==> config.mk <==
export PLATFORM = sky130hd
export DESIGN_NAME = hs_ram_arbiter
export DESIGN_NICKNAME = d
export VERILOG_FILES = /design/src/rtl/hs_ram_arb_pkg.sv /design/src/rtl/hs_arb_timer.sv /design/src/rtl/hs_ram_arbiter.sv
export SDC_FILE = /design/constraint.sdc
export NUM_CORES = 1
export LEC_CHECK = 0
export CORE_UTILIZATION = 55
export CTS_CLUSTER_DIAMETER = 100
export DETAILED_ROUTE_END_ITERATION = 10
export DONT_BUFFER_PORTS = 1
export GPL_ROUTABILITY_DRIVEN = 0
export GPL_TIMING_DRIVEN = 0
export HOLD_SLACK_MARGIN = 0.03
export PLACE_DENSITY = 0.79
export SLEW_MARGIN = 20
export SYNTH_ARGS = -nofsm -noshare
export SYNTH_HDL_FRONTEND = slang
export SYNTH_HIERARCHICAL = 1
export SYNTH_SLANG_ARGS = --single-unit
export TNS_END_PERCENT = 10
==> constraint.sdc <==
create_clock -name clk_sys -period 2.15 [get_ports clk_sys]
set_clock_uncertainty 0.2 [all_clocks]
set_input_delay 0.3225 -clock clk_sys [delete_from_list [all_inputs] [get_ports clk_sys]]
set_output_delay 0.3225 -clock clk_sys [all_outputs]
set_load 0.1 [all_outputs]
==> src/rtl/hs_ram_arb_pkg.sv <==
// Shared types and constants for the hiscore/CPU work-RAM arbiter.
package hs_ram_arb_pkg;

   localparam int DEF_ADDR_W = 16;
   localparam int DEF_DATA_W = 8;

   typedef enum logic [2:0] {
      IDLE       = 3'd0,
      PAUSE_WAIT = 3'd1,
      SETTLE     = 3'd2,
      GRANT      = 3'd3,
      RELEASE    = 3'd4
   } arb_state_t;

   localparam logic OWN_CPU = 1'b0;
   localparam logic OWN_HS  = 1'b1;

endpackage

==> src/rtl/hs_arb_timer.sv <==
// Loadable down-counter with a zero flag; holds at zero instead of wrapping.
module hs_arb_timer #(
   parameter int W = 4
) (
   input  logic         clk,
   input  logic         rst_n,
   input  logic         load,
   input  logic [W-1:0] load_val,
   input  logic         dec,
   output logic         zero
);

   logic [W-1:0] count;

   always_ff @(posedge clk or negedge rst_n) begin
      if (!rst_n) begin
         count <= '0;
      end else if (load) begin
         count <= load_val;
      end else if (dec && (count != '0)) begin
         count <= count - 1'b1;
      end
   end

   assign zero = (count == '0);

endmodule

==> src/rtl/hs_ram_arbiter.sv <==
// Hands the game core's single-port work RAM to the hiscore engine while the CPU is paused.
// Optional pause timeout: define HS_RAM_ARB_TIMEOUT_EN.
module hs_ram_arbiter
   import hs_ram_arb_pkg::*;
#(
   parameter int ADDR_W      = DEF_ADDR_W,
   parameter int DATA_W      = DEF_DATA_W,
   parameter int SETTLE_CYC  = 4,
   parameter int TIMEOUT_CYC = 65535
) (
   input  logic              clk_sys,
   input  logic              reset_n,
   input  logic [ADDR_W-1:0] cpu_addr,
   input  logic [DATA_W-1:0] cpu_wdata,
   input  logic              cpu_we,
   output logic [DATA_W-1:0] cpu_rdata,
   input  logic              hs_req,
   input  logic [ADDR_W-1:0] hs_addr,
   input  logic [DATA_W-1:0] hs_wdata,
   input  logic              hs_we,
   output logic [DATA_W-1:0] hs_rdata,
   output logic              hs_grant,
   output logic              pause_req,
   input  logic              cpu_paused,
   output logic [ADDR_W-1:0] ram_addr,
   output logic [DATA_W-1:0] ram_wdata,
   output logic              ram_we,
   input  logic [DATA_W-1:0] ram_rdata,
   output logic [7:0]        blocked_wr,
   output logic              abort_flag
);

   if (SETTLE_CYC < 1 || SETTLE_CYC > 15) begin : g_bad_settle
      $error("hs_ram_arbiter: SETTLE_CYC must be 1..15");
   end
   if (TIMEOUT_CYC < 1 || TIMEOUT_CYC > 65535) begin : g_bad_timeout
      $error("hs_ram_arbiter: TIMEOUT_CYC must be 1..65535");
   end

   localparam logic [3:0] SETTLE_LOAD = 4'(SETTLE_CYC - 1);

   arb_state_t state;
   logic       own_sel;
   logic       armed;
   logic       settle_zero;
   logic       timeout_hit;

   hs_arb_timer #(.W(4)) u_settle_timer (
      .clk      (clk_sys),
      .rst_n    (reset_n),
      .load     ((state == PAUSE_WAIT) && hs_req && cpu_paused),
      .load_val (SETTLE_LOAD),
      .dec      (state == SETTLE),
      .zero     (settle_zero)
   );

`ifdef HS_RAM_ARB_TIMEOUT_EN
   localparam logic [15:0] TIMEOUT_LOAD = 16'(TIMEOUT_CYC - 1);
   logic timeout_zero;

   hs_arb_timer #(.W(16)) u_timeout_timer (
      .clk      (clk_sys),
      .rst_n    (reset_n),
      .load     ((state == IDLE) && hs_req),
      .load_val (TIMEOUT_LOAD),
      .dec      (state == PAUSE_WAIT),
      .zero     (timeout_zero)
   );

   assign timeout_hit = (state == PAUSE_WAIT) && timeout_zero;
`else
   assign timeout_hit = 1'b0;
`endif

   // Losing the pause during a grant outranks a normal hs_req drop.
   always_ff @(posedge clk_sys or negedge reset_n) begin
      if (!reset_n) begin
         state      <= IDLE;
         pause_req  <= 1'b0;
         hs_grant   <= 1'b0;
         own_sel    <= OWN_CPU;
         abort_flag <= 1'b0;
         blocked_wr <= 8'd0;
         armed      <= 1'b0;
      end else begin
         armed <= 1'b1;
         if (cpu_we && (state != IDLE) && (blocked_wr != 8'hFF)) begin
            blocked_wr <= blocked_wr + 8'd1;
         end
         case (state)
            IDLE: begin
               if (hs_req) begin
                  state     <= PAUSE_WAIT;
                  pause_req <= 1'b1;
               end
            end
            PAUSE_WAIT: begin
               if (!hs_req) begin
                  state <= RELEASE;
               end else if (cpu_paused) begin
                  state   <= SETTLE;
                  own_sel <= OWN_HS;
               end else if (timeout_hit) begin
                  abort_flag <= 1'b1;
                  state      <= RELEASE;
               end
            end
            SETTLE: begin
               if (!hs_req) begin
                  state <= RELEASE;
               end else if (settle_zero) begin
                  state    <= GRANT;
                  hs_grant <= 1'b1;
               end
            end
            GRANT: begin
               if (!cpu_paused) begin
                  abort_flag <= 1'b1;
                  hs_grant   <= 1'b0;
                  state      <= RELEASE;
               end else if (!hs_req) begin
                  hs_grant <= 1'b0;
                  state    <= RELEASE;
               end
            end
            RELEASE: begin
               state     <= IDLE;
               pause_req <= 1'b0;
               own_sel   <= OWN_CPU;
            end
            default: begin
               state     <= IDLE;
               pause_req <= 1'b0;
               hs_grant  <= 1'b0;
               own_sel   <= OWN_CPU;
            end
         endcase
      end
   end

   assign ram_addr  = (own_sel == OWN_HS) ? hs_addr  : cpu_addr;
   assign ram_wdata = (own_sel == OWN_HS) ? hs_wdata : cpu_wdata;

   // CPU writes pass only from IDLE, and never in the first cycle out of reset.
   always_comb begin
      ram_we = 1'b0;
      if (hs_grant) begin
         ram_we = hs_we;
      end else if ((state == IDLE) && armed) begin
         ram_we = cpu_we;
      end
   end

   assign cpu_rdata = ram_rdata;
   assign hs_rdata  = ram_rdata;

endmodule
# ---- Word-level counts from Yosys, hierarchy flattened
# Cells that the tools add are included.
dict set report totals {
  elab_cells 70
  out_inout_bits 52
  register_bits 20
}
dict set report op_classes {
  n_eq_ne 13
  n_mux 24
  n_reduce_logical 19
  n_bitwise 4
  add_sub_neg 2
}
# op n
set ops {}
lappend ops {{$mux W3} 7}
lappend ops {{$mux W16} 1}
lappend ops {{$pmux W3 S4} 1}
lappend ops {{$ne A2 B2 Y1 const B} 5}
lappend ops {{$mux W1} 9}
lappend ops {{$ne A3 B3 Y1 const B} 3}
lappend ops {{$reduce_or A3 Y1} 3}
lappend ops {{$add A8 B1 Y8 const B} 1}
lappend ops {{$mux W4} 2}
lappend ops {{$mux W8} 1}
lappend ops {{$ne A8 B8 Y1 const B} 1}
lappend ops {{$reduce_and A4 Y1} 2}
lappend ops {{$eq A3 B2 Y1 const B} 2}
lappend ops {{$logic_and A1 B1 Y1} 6}
lappend ops {{$logic_not A4 Y1} 1}
lappend ops {{$not A1 Y1} 4}
lappend ops {{$pmux W1 S2} 2}
lappend ops {{$reduce_and A2 Y1} 2}
lappend ops {{$reduce_bool A4 Y1} 1}
lappend ops {{$sub A4 B1 Y4 const B} 1}
lappend ops {{$eq A3 B1 Y1 const B} 1}
lappend ops {{$eq A3 B3 Y1 const B} 1}
lappend ops {{$logic_not A3 Y1} 1}
lappend ops {{$pmux W1 S3} 1}
lappend ops {{3 further kinds} 3}

# ---- Logic depth before layout (Yosys ltp)
# Gate-level depths: netlist (run 1).
dict set report depth {
  word_depth 4
  depth_mapped 6
  ltp_nobuf 5
}

# ---- Hierarchy
# The synthesis (run 1) kept the hierarchy.
# mod area_per_inst_um2 seq_area_each_um2 instances cells_each
set by_module_without_submodules {}
lappend by_module_without_submodules {hs_ram_arbiter 1226.2 400.4 1 118}
lappend by_module_without_submodules {hs_arb_timer 270.3 100.1 1 27}

# ---- Worst setup path before layout (run 1)
# Ideal clock, no wire load.
dict set report synth_timing {
  kind {reg-to-output}
  from {register hs_grant}
  to {output port ram_we}
  arrival_ns 3.020
  path_buffers 0
  stages_incl_launch_ff 2
  setup_slack_ns -1.393
  cell_sequence {dfrtp_1 o21ai_0}
}
dict set report synth_between {
  elab_chain_cells 1
}
# element line
set synth_rtl {}
lappend synth_rtl {{from (decl)} hs_ram_arbiter.sv:22} ;# output logic hs_grant,
lappend synth_rtl {{from (signal assigned)} hs_ram_arbiter.sv:80} ;# hs_grant <= 1'b0;
lappend synth_rtl {{from (signal assigned)} hs_ram_arbiter.sv:113} ;# hs_grant <= 1'b1;
lappend synth_rtl {{from (signal assigned)} hs_ram_arbiter.sv:119} ;# hs_grant <= 1'b0;
lappend synth_rtl {{$mux W1} hs_ram_arbiter.sv:147} ;# if (hs_grant) begin
lappend synth_rtl {{to (decl)} hs_ram_arbiter.sv:27} ;# output logic ram_we,
# No other way between the ends.

# ---- Worst setup path in the final report (run 1)
dict set report layout_timing {
  from {register state[0]}
  to {output port ram_we}
}
dict set report layout_between {
  elab_chain_cells 4
}
# element line
set layout_rtl {}
lappend layout_rtl {{from (decl)} hs_ram_arbiter.sv:42} ;# arb_state_t state;
lappend layout_rtl {{from (signal assigned)} hs_ram_arbiter.sv:78} ;# state <= IDLE;
lappend layout_rtl {{from (signal assigned)} hs_ram_arbiter.sv:93} ;# state <= PAUSE_WAIT;
lappend layout_rtl {{from (signal assigned)} hs_ram_arbiter.sv:99} ;# state <= RELEASE;
lappend layout_rtl {{$logic_not A3 Y1} hs_ram_arbiter.sv:149} ;# end else if ((state == IDLE) && armed) begin
lappend layout_rtl {{$logic_and A1 B1 Y1} hs_ram_arbiter.sv:149}
lappend layout_rtl {{$mux W1} hs_ram_arbiter.sv:149}
lappend layout_rtl {{$mux W1} hs_ram_arbiter.sv:147}
# No other way between the ends.

==> results of run 1 <==
==> cells in the mapped netlist (2+ instances only) <==
| master | number |
|---|---|
| sky130_fd_sc_hd__nor4b_2 | 2 |
| sky130_fd_sc_hd__nor3_1 | 4 |
| sky130_fd_sc_hd__conb_1 | 2 |
| sky130_fd_sc_hd__nand2b_1 | 2 |
| sky130_fd_sc_hd__buf_4 | 16 |
| sky130_fd_sc_hd__mux2_2 | 24 |
| sky130_fd_sc_hd__nor2_1 | 3 |
| sky130_fd_sc_hd__nand2_1 | 11 |
| sky130_fd_sc_hd__mux2i_1 | 2 |
| sky130_fd_sc_hd__xor2_1 | 2 |
| sky130_fd_sc_hd__inv_1 | 5 |
| sky130_fd_sc_hd__ha_1 | 2 |
| sky130_fd_sc_hd__mux2_4 | 2 |
| sky130_fd_sc_hd__o21ai_0 | 4 |
| sky130_fd_sc_hd__dfrtp_1 | 20 |
| sky130_fd_sc_hd__buf_2 | 4 |
| sky130_fd_sc_hd__o21bai_1 | 2 |
| sky130_fd_sc_hd__nand3_1 | 2 |
| sky130_fd_sc_hd__a21oi_1 | 5 |
| sky130_fd_sc_hd__nor3b_2 | 2 |
| sky130_fd_sc_hd__a211oi_1 | 3 |
==> state kept, by name, indices dropped and copies added, names as in the netlist <==
name	count
abort_flag	1
armed	1
blocked_wr	8
hs_grant	1
own_sel	1
pause_req	1
state	3
u_settle_timer/count	4
==> cell type report <==
cell class / instances / share of cell area
buffer: 22 / 0.09748
clock buffer: 3 / 0.01262
inverter: 5 / 0.01052
multi-input combinational: 101 / 0.5259
sequential: 20 / 0.2903
tap: 30 / 0.02104
timing repair buffer: 9 / 0.04208
==> layout by cell type, fill, tap and decap left out, drive strengths merged, types with 4 or more instances in the layout <==
master  Yosys  final
buf        21     27
mux2       26     26
dfrtp      20     20
nand2      11     11
inv         5      5
a21oi       5      5
conb        2      5
nor3        5      5
o21ai       4      4
clkbuf      1      4
==> cells by family (layout without fill, tap and decap cells) <==
kind of cell    after synthesis  after routing  synth area share
compound gates               27             27            0.1430
flops                        20             20            0.3344
mux                          28             28            0.2140
other cells                   2              5          0.005019
fa+ha+maj                     2              2           0.01672
buf+inv                      27             39            0.1162
simple gates                 36             36            0.1530
xor+xnor                      3              3           0.01756
==> path summary, 6_finish.rpt <==
check                                                      endpoint  cells past startpoint  slack (ps)                           startpoint
worst min-delay path                      blocked_wr[2]$_DFFE_PN0P_                      2          30                               cpu_we
worst max register to register            blocked_wr[1]$_DFFE_PN0P_                      4         110            blocked_wr[0]$_DFFE_PN0P_
worst min register to register  u_settle_timer/count[1]$_DFFE_PN0P_                      2         430  u_settle_timer/count[1]$_DFFE_PN0P_
min in group asynchronous                 blocked_wr[4]$_DFFE_PN0P_                      1         380                              reset_n
max in group asynchronous                 blocked_wr[0]$_DFFE_PN0P_                      1         710                              reset_n
worst max-delay path                                         ram_we                      4         -80                 state[0]$_DFFE_PN0P_
==> power breakdown <==
group	internal (W)	leakage, nW	switching, W
logic	0.000459	0.538	0.00125
clock network	0.0000653	0.0138	0.000112
registers	0.000512	0.238	0.000702
==> repair_timing <==
| action | 4_1_cts | 5_1_grt |
|---|---|---|
| gates resized for setup | 39 | 4 |
| endpoints found under the hold margin | 26 | 0 |
| pin swaps | 3 | 1 |
| setup buffers | 5 | 1 |
| hold buffers | 3 | 0 |
| endpoints found under the setup margin | 27 | 2 |
==> layer usage <==
| layer | share of wire | GRT usage | vias to the layer above |
|---|---|---|---|
| li1 | - | - | 535 |
| met1 | 0.37 | 0.2663 | 560 |
| met2 | 0.53 | 0.4167 | 66 |
| met3 | 0.10 | 0.1102 | 0 |
| met4 | 0 | 0.01282 | 0 |
| met5 | 0 | 0 | - |
==> through the flow <==
stage                     cell area, um2  setup slack (ps)  instances  hold WS (ps)  total power (W)
after CTS                           1765            -100.4        189         32.66         0.003075
after global placement              1556            -198.3        178        -172.7         0.002701
after global routing                1784            -145.3        190         31.76         0.003209
final                               1784            -83.15        190         33.21         0.003099
after detailed placement            1556            -222.8        178        -172.6         0.002742
after floorplan                     1519            -92.89        148        -173.1         0.002611
==> Implementation_results.wiki, run 1 <==
{| class="wikitable"
! Metric !! Value
|-
| Status || complete, but fails checks
|-
| Failing checks || negative setup slack
|-
| Max-cap check violation count || 0
|-
| Clock tree from TritonCTS || built
|-
| Worst hold path class || primary input to flip-flop
|-
| Cells taking the most area after synthesis || sky130_fd_sc_hd__dfrtp_1 33%, sky130_fd_sc_hd__mux2_2 18%, sky130_fd_sc_hd__buf_4 8.0%, sky130_fd_sc_hd__nand2_1 2.8%, sky130_fd_sc_hd__mux2_4 2.0%
|-
| Total half-perimeter wirelength after legalization and detailed placement || 2.757 mm
|-
| Area of the die || roughly 2900 um2
|-
| Number of enable flip-flop cells after synthesis || 0
|-
| Highest clock rate || 0.4478 GHz
|-
| Endpoint arrival time on the critical path || 1710 ps
|-
| Count of inserted antenna diode cells || 0
|-
| Syn_area_per_cell || between 10 and 15 um2
|-
| FILL cells || approximately 190
|-
| Number of register bits inferred by synthesis || 20
|-
| Maximum number of buffers from clock root to sink || 2
|-
| Number of slew-limit violations in the final report || 0
|-
| Area of the mapped netlist || 1496 um2
|-
| Clock latency on the worst-skew pair || 300 ps
|-
| Antenna violations before repair || 0
|-
| Wire length per cell after detailed routing || 19.77 um
|-
| Kind of cell with the highest combined delay on the critical path || compound AO/OA/AOI/OAI gates
|-
| Clock transition at the registers of the reported paths || 110 ps
|-
| # setup viols final || 1
|-
| DRT iter0 DRCs || 11
|-
| Critical path's slowest cell || sky130_fd_sc_hd__o21ai_4
|-
| Slowest cell delay on critical path || 580 ps
|-
| Primary flip-flop cell chosen by synthesis mapping || sky130_fd_sc_hd__dfrtp_1
|-
| Chip height || 54.16 um
|-
| Remaining design rule violation count || 0
|-
| Reg area || between 500 and 600 um2
|-
| Final net count || approximately 230
|-
| Setup TNS || -83.15 ps
|-
| Largest net degree at the start of global routing || 21
|-
| Post-Synthesis Cells || ~150
|-
| Relative area change from synthesis to final layout || 19.23%
|-
| Clock buffers created by TritonCTS || 3
|-
| Fraction of final layout cells with drive strength greater than 1 || 0.5063
|-
| Final count of hold timing violations || 0
|-
| Critical path buffer and inverter count || 1
|-
| Cell breakdown of the critical path || buf_6 -> nor3_4 -> nand3_2 -> o21ai_4
|-
| Post-synth top area share || 0.3344
|-
| RSZ-0062 raised after global routing || true
|-
| Area inside the core boundary || 2522 um2
|-
| Multi-input gate area in the final layout || 938.4 um2
|-
| Number of different library cells in the post-synthesis netlist || 47
|-
| Finished Core Util || 0.7073
|-
| X dimension of the die || 54.16 um
|-
| Drt pass-1 iters || 4
|-
| Ys Warns || 6
|-
| Post-route worst setup slack || -83.15 ps
|-
| Total number of vias || around 1200
|-
| Critical path capture point type || primary output
|-
| Top-level port count || 114
|-
| Clk root buf || sky130_fd_sc_hd__clkbuf_4
|-
| Post-layout min period || between 2000 and 2500 ps
|-
| Worst slew margin relative to its limit || 0.3924
|-
| Worst setup path class || flip-flop to primary output
|-
| Total routing resource utilization after global routing || 0.2351
|-
| Starting Density || 0.5933
|-
| Number of H-tree levels || 1
|-
| Required time of the critical path || about 1600 ps
|-
| Number of sinks handled by clock tree synthesis || 20
|-
| Maximum net fanout on the critical path || 2
|-
| Sum of overflow across all layers after global routing || 0
|-
| Maximum VDD drop || approximately 1.7 mV
|-
| Total length of routed wires || 3.757 mm
|-
| Leakage || 0.7892 nW
|-
| Part of the cycle the worst path needs || 1.039
|-
| Site Rows || 18
|-
| Vias in the first global route || between 1000 and 1500
|-
| Ys async rst share || 1.000
|-
| DRT antenna net count || 0
|-
| First-pass GRT wire length || 4.919 mm
|-
| Proportion of synthesized chip area in sequential cells || 0.3344
|-
| Total power density per cell area || approximately 1700 nW/um2
|-
| Total of buffers placed on input and output ports || 0
|-
| Setup crit start kind || flip-flop
|-
| Slew at the pin with the worst max-slew slack || 908.4 ps
|-
| Largest area contributor in the netlist || sky130_fd_sc_hd__dfrtp_1
|-
| Via density per instance || 6.111
|}
Note: power is estimated with default switching activity, not from simulation.
==> run 2: changes to the inputs <==
CTS_BUF_LIST = sky130_fd_sc_hd__clkbuf_4   (was unset)
==> results of run 2 <==
No change in the layout: final DEF, timing and power equal those of run 1.
==> run 3: changes to the inputs <==
CORE_ASPECT_RATIO = 1.25   (was unset)
clock period = 2.6 ns   (was 2.15 ns; I/O delays follow)
==> run 3 against run 2 <==
Compared with the run above: wire length decreased by 11%; highest routed layer is now met4; the flow now finishes without violations; via count down 3.4%; power fell by 22%; largest cell class unchanged.
==> Implementation_results.wiki, run 3 (synthesis results as in run 1) <==
{| class="wikitable"
! Metric !! Value
|-
| Max-cap check violation count || 0 (unchanged)
|-
| Final net count || 219 (was 226)
|-
| Most common cell after layout, fill and taps aside || sky130_fd_sc_hd__mux2_2 (was sky130_fd_sc_hd__buf_4)
|-
| Status || finished clean (was complete, but fails checks)
|-
| Post-route worst setup slack || 62.28 ps (was -83.15 ps)
|-
| Cell breakdown of the critical path || buf_2 -> nor3_1 -> nand3_1 -> o21ai_4 (was buf_6 -> nor3_4 -> nand3_2 -> o21ai_4)
|-
| Flip-flop count of the largest register, all copies and words added || 8 (unchanged)
|-
| Sum of overflow across all layers after global routing || 0 (unchanged)
|-
| Wire length per cell after detailed routing || 17.99 um (was 19.77 um)
|-
| Maximum net fanout on the critical path || 10 (was 2)
|-
| Setup crit start kind || flip-flop (unchanged)
|-
| Clock latency on the worst-skew pair || 290 ps (was 300 ps)
|-
| Count of inserted antenna diode cells || 0 (unchanged)
|-
| Vias in the first global route || 1023 (was 1099)
|-
| Relative area change from synthesis to final layout || 7.358% (was 19.23%)
|-
| Total of buffers placed on input and output ports || 0 (unchanged)
|-
| Total number of vias || 1122 (was 1161)
|-
| Maximum VDD drop || 0.8457 mV (was 1.739 mV)
|-
| Endpoint arrival time on the critical path || 1950 ps (was 1710 ps)
|-
| Setup TNS || 0 ps (was -83.15 ps)
|-
| Clock tree from TritonCTS || built (unchanged)
|-
| Commonest cells after routing, fill and taps aside || 24 x sky130_fd_sc_hd__mux2_2, 17 x sky130_fd_sc_hd__dfrtp_1, 16 x sky130_fd_sc_hd__buf_4 (was 24 x sky130_fd_sc_hd__buf_4, 21 x sky130_fd_sc_hd__mux2_4, 11 x sky130_fd_sc_hd__nand2_1)
|-
| Site Rows || 20 (was 18)
|-
| Top-level port count || 114 (unchanged)
|-
| Worst hold path class || primary input to flip-flop (unchanged)
|-
| Number of slew-limit violations in the final report || 0 (unchanged)
|-
| Total power density per cell area || 1503 nW/um2 (was 1737 nW/um2)
|-
| Critical path capture point type || primary output (unchanged)
|-
| Critical path buffer and inverter count || 1 (unchanged)
|-
| Slew at the pin with the worst max-slew slack || 1033 ps (was 908.4 ps)
|-
| Area inside the core boundary || 2502 um2 (was 2522 um2)
|-
| Worst slew margin relative to its limit || 0.3111 (was 0.3924)
|-
| Fraction of final layout cells with drive strength greater than 1 || 0.4183 (was 0.5063)
|-
| X dimension of the die || 48.66 um (was 54.16 um)
|-
| Total routing resource utilization after global routing || 0.2079 (was 0.2351)
|-
| First-pass GRT wire length || 4.719 mm (was 4.919 mm)
|-
| Area of the die || 2935 um2 (was 2933 um2)
|-
| Clock transition at the registers of the reported paths || 110 ps (about the same)
|-
| Number of H-tree levels || 1 (unchanged)
|-
| # setup viols final || 0 (was 1)
|-
| Final count of hold timing violations || 0 (unchanged)
|-
| Number of cells after detailed placement || 181 (was 178)
|-
| Total half-perimeter wirelength after legalization and detailed placement || 2.776 mm (was 2.757 mm)
|-
| Starting Density || 0.5980 (was 0.5933)
|-
| Remaining design rule violation count || 0 (unchanged)
|-
| RSZ-0062 raised after global routing || true (unchanged)
|-
| Registers with the highest flip-flop counts || blocked_wr x8, u_settle_timer/count x4, state x3 (unchanged)
|-
| Largest net degree at the start of global routing || 21 (unchanged)
|-
| Required time of the critical path || 2010 ps (was 1630 ps)
|-
| DRT antenna net count || 0 (unchanged)
|-
| Most flop-heavy register || blocked_wr (unchanged)
|-
| Clk root buf || sky130_fd_sc_hd__clkbuf_4 (unchanged)
|-
| Sum of internal, switching and leakage power || 0.002414 W (was 0.003099 W)
|-
| Critical path's slowest cell || sky130_fd_sc_hd__o21ai_4 (unchanged)
|-
| Via density per instance || 6.032 (was 6.111)
|-
| Post-layout min period || 2538 ps
|-
| Chip height || 60.32 um (was 54.16 um)
|-
| Slowest cell delay on critical path || 590 ps (was 580 ps)
|-
| Number of sinks handled by clock tree synthesis || 20 (unchanged)
|-
| Total length of routed wires || 3.346 mm (was 3.757 mm)
|-
| Number of standard cells in the layout, taps in and fillers out || 186 (was 190)
|-
| Pre-CTS setup slack || 67.80 ps (was -222.8 ps)
|-
| Part of the cycle the worst path needs || 0.9760
|-
| Drt pass-1 iters || 4 (unchanged)
|-
| Maximum number of buffers from clock root to sink || 2 (unchanged)
|-
| Clock buffers created by TritonCTS || 3 (unchanged)
|-
| Leakage || 0.6824 nW (was 0.7892 nW)
|-
| Antenna violations before repair || 0 (unchanged)
|-
| Highest clock rate || 0.3941 GHz
|-
| DRT iter0 DRCs || 10 (was 11)
|-
| Worst setup path class || flip-flop to primary output (unchanged)
|-
| Smallest hold slack || 41.72 ps (was 33.21 ps)
|-
| Kind of cell with the highest combined delay on the critical path || compound AO/OA/AOI/OAI gates (unchanged)
|}
[run 3: cell type report]
| cell class | count | area [um2] |
|---|---|---|
| Buffer | 22 | 155.1 |
| Sequential cell | 20 | 504.2 |
| Clock buffer | 3 | 22.52 |
| Multi-Input combinational cell | 101 | 844.6 |
| Timing Repair Buffer | 2 | 20.02 |
| Tap cell | 33 | 41.29 |
| Inverter | 5 | 18.77 |
| Fill cell | 215 | 895.9 |
[run 3: repair_timing]
item	4_1_cts	5_1_grt
resized for setup	1	3
gates cloned	0	0
setup buffers	0	0
endpoints found under the setup margin	1	2
endpoints found under the hold margin	21	0
hold buffers	2	0
[run 3: per-stage QoR]
step | util | instance area [um2]
CTS | 0.6405 | 1603
floorplan | - | 1511
finish | 0.6420 | 1607
detailed placement | 0.6205 | 1553
global placement | 0.6205 | 1553
global route | 0.6420 | 1607
[run 3: path summary, 6_finish.rpt]
check | startpoint | to | slack (ps) | cells past startpoint
setup / recovery | state[1]$_DFFE_PN0P_ | ram_we | 60 | 4
min in group asynchronous | reset_n | blocked_wr[1]$_DFFE_PN0P_ | 460 | 1
max in group asynchronous | reset_n | blocked_wr[2]$_DFFE_PN0P_ | 1120 | 1
hold / removal | hs_req | hs_grant$_DFFE_PN0P_ | 40 | 2
hold reg to reg | state[2]$_DFFE_PN0P_ | own_sel$_DFFE_PN0P_ | 420 | 1
setup reg to reg | blocked_wr[7]$_DFFE_PN0P_ | blocked_wr[5]$_DFFE_PN0P_ | 280 | 3
[run 3: per-layer routing]
layer / vias up / global-route usage / part of all wire
li1: 520 / - / -
met1: 533 / 0.2417 / 0.38
met2: 65 / 0.3413 / 0.51
met3: 4 / 0.09669 / 0.11
met4: 0 / 0.07143 / 0.010
met5: - / 0 / 0
[run 3: report_power, final]
part	internal, W	switching [W]
Clock	0.0000538	0.0000886
Sequential	0.000408	0.000584
Combinational	0.000293	0.000987
Total	0.000754	0.00166
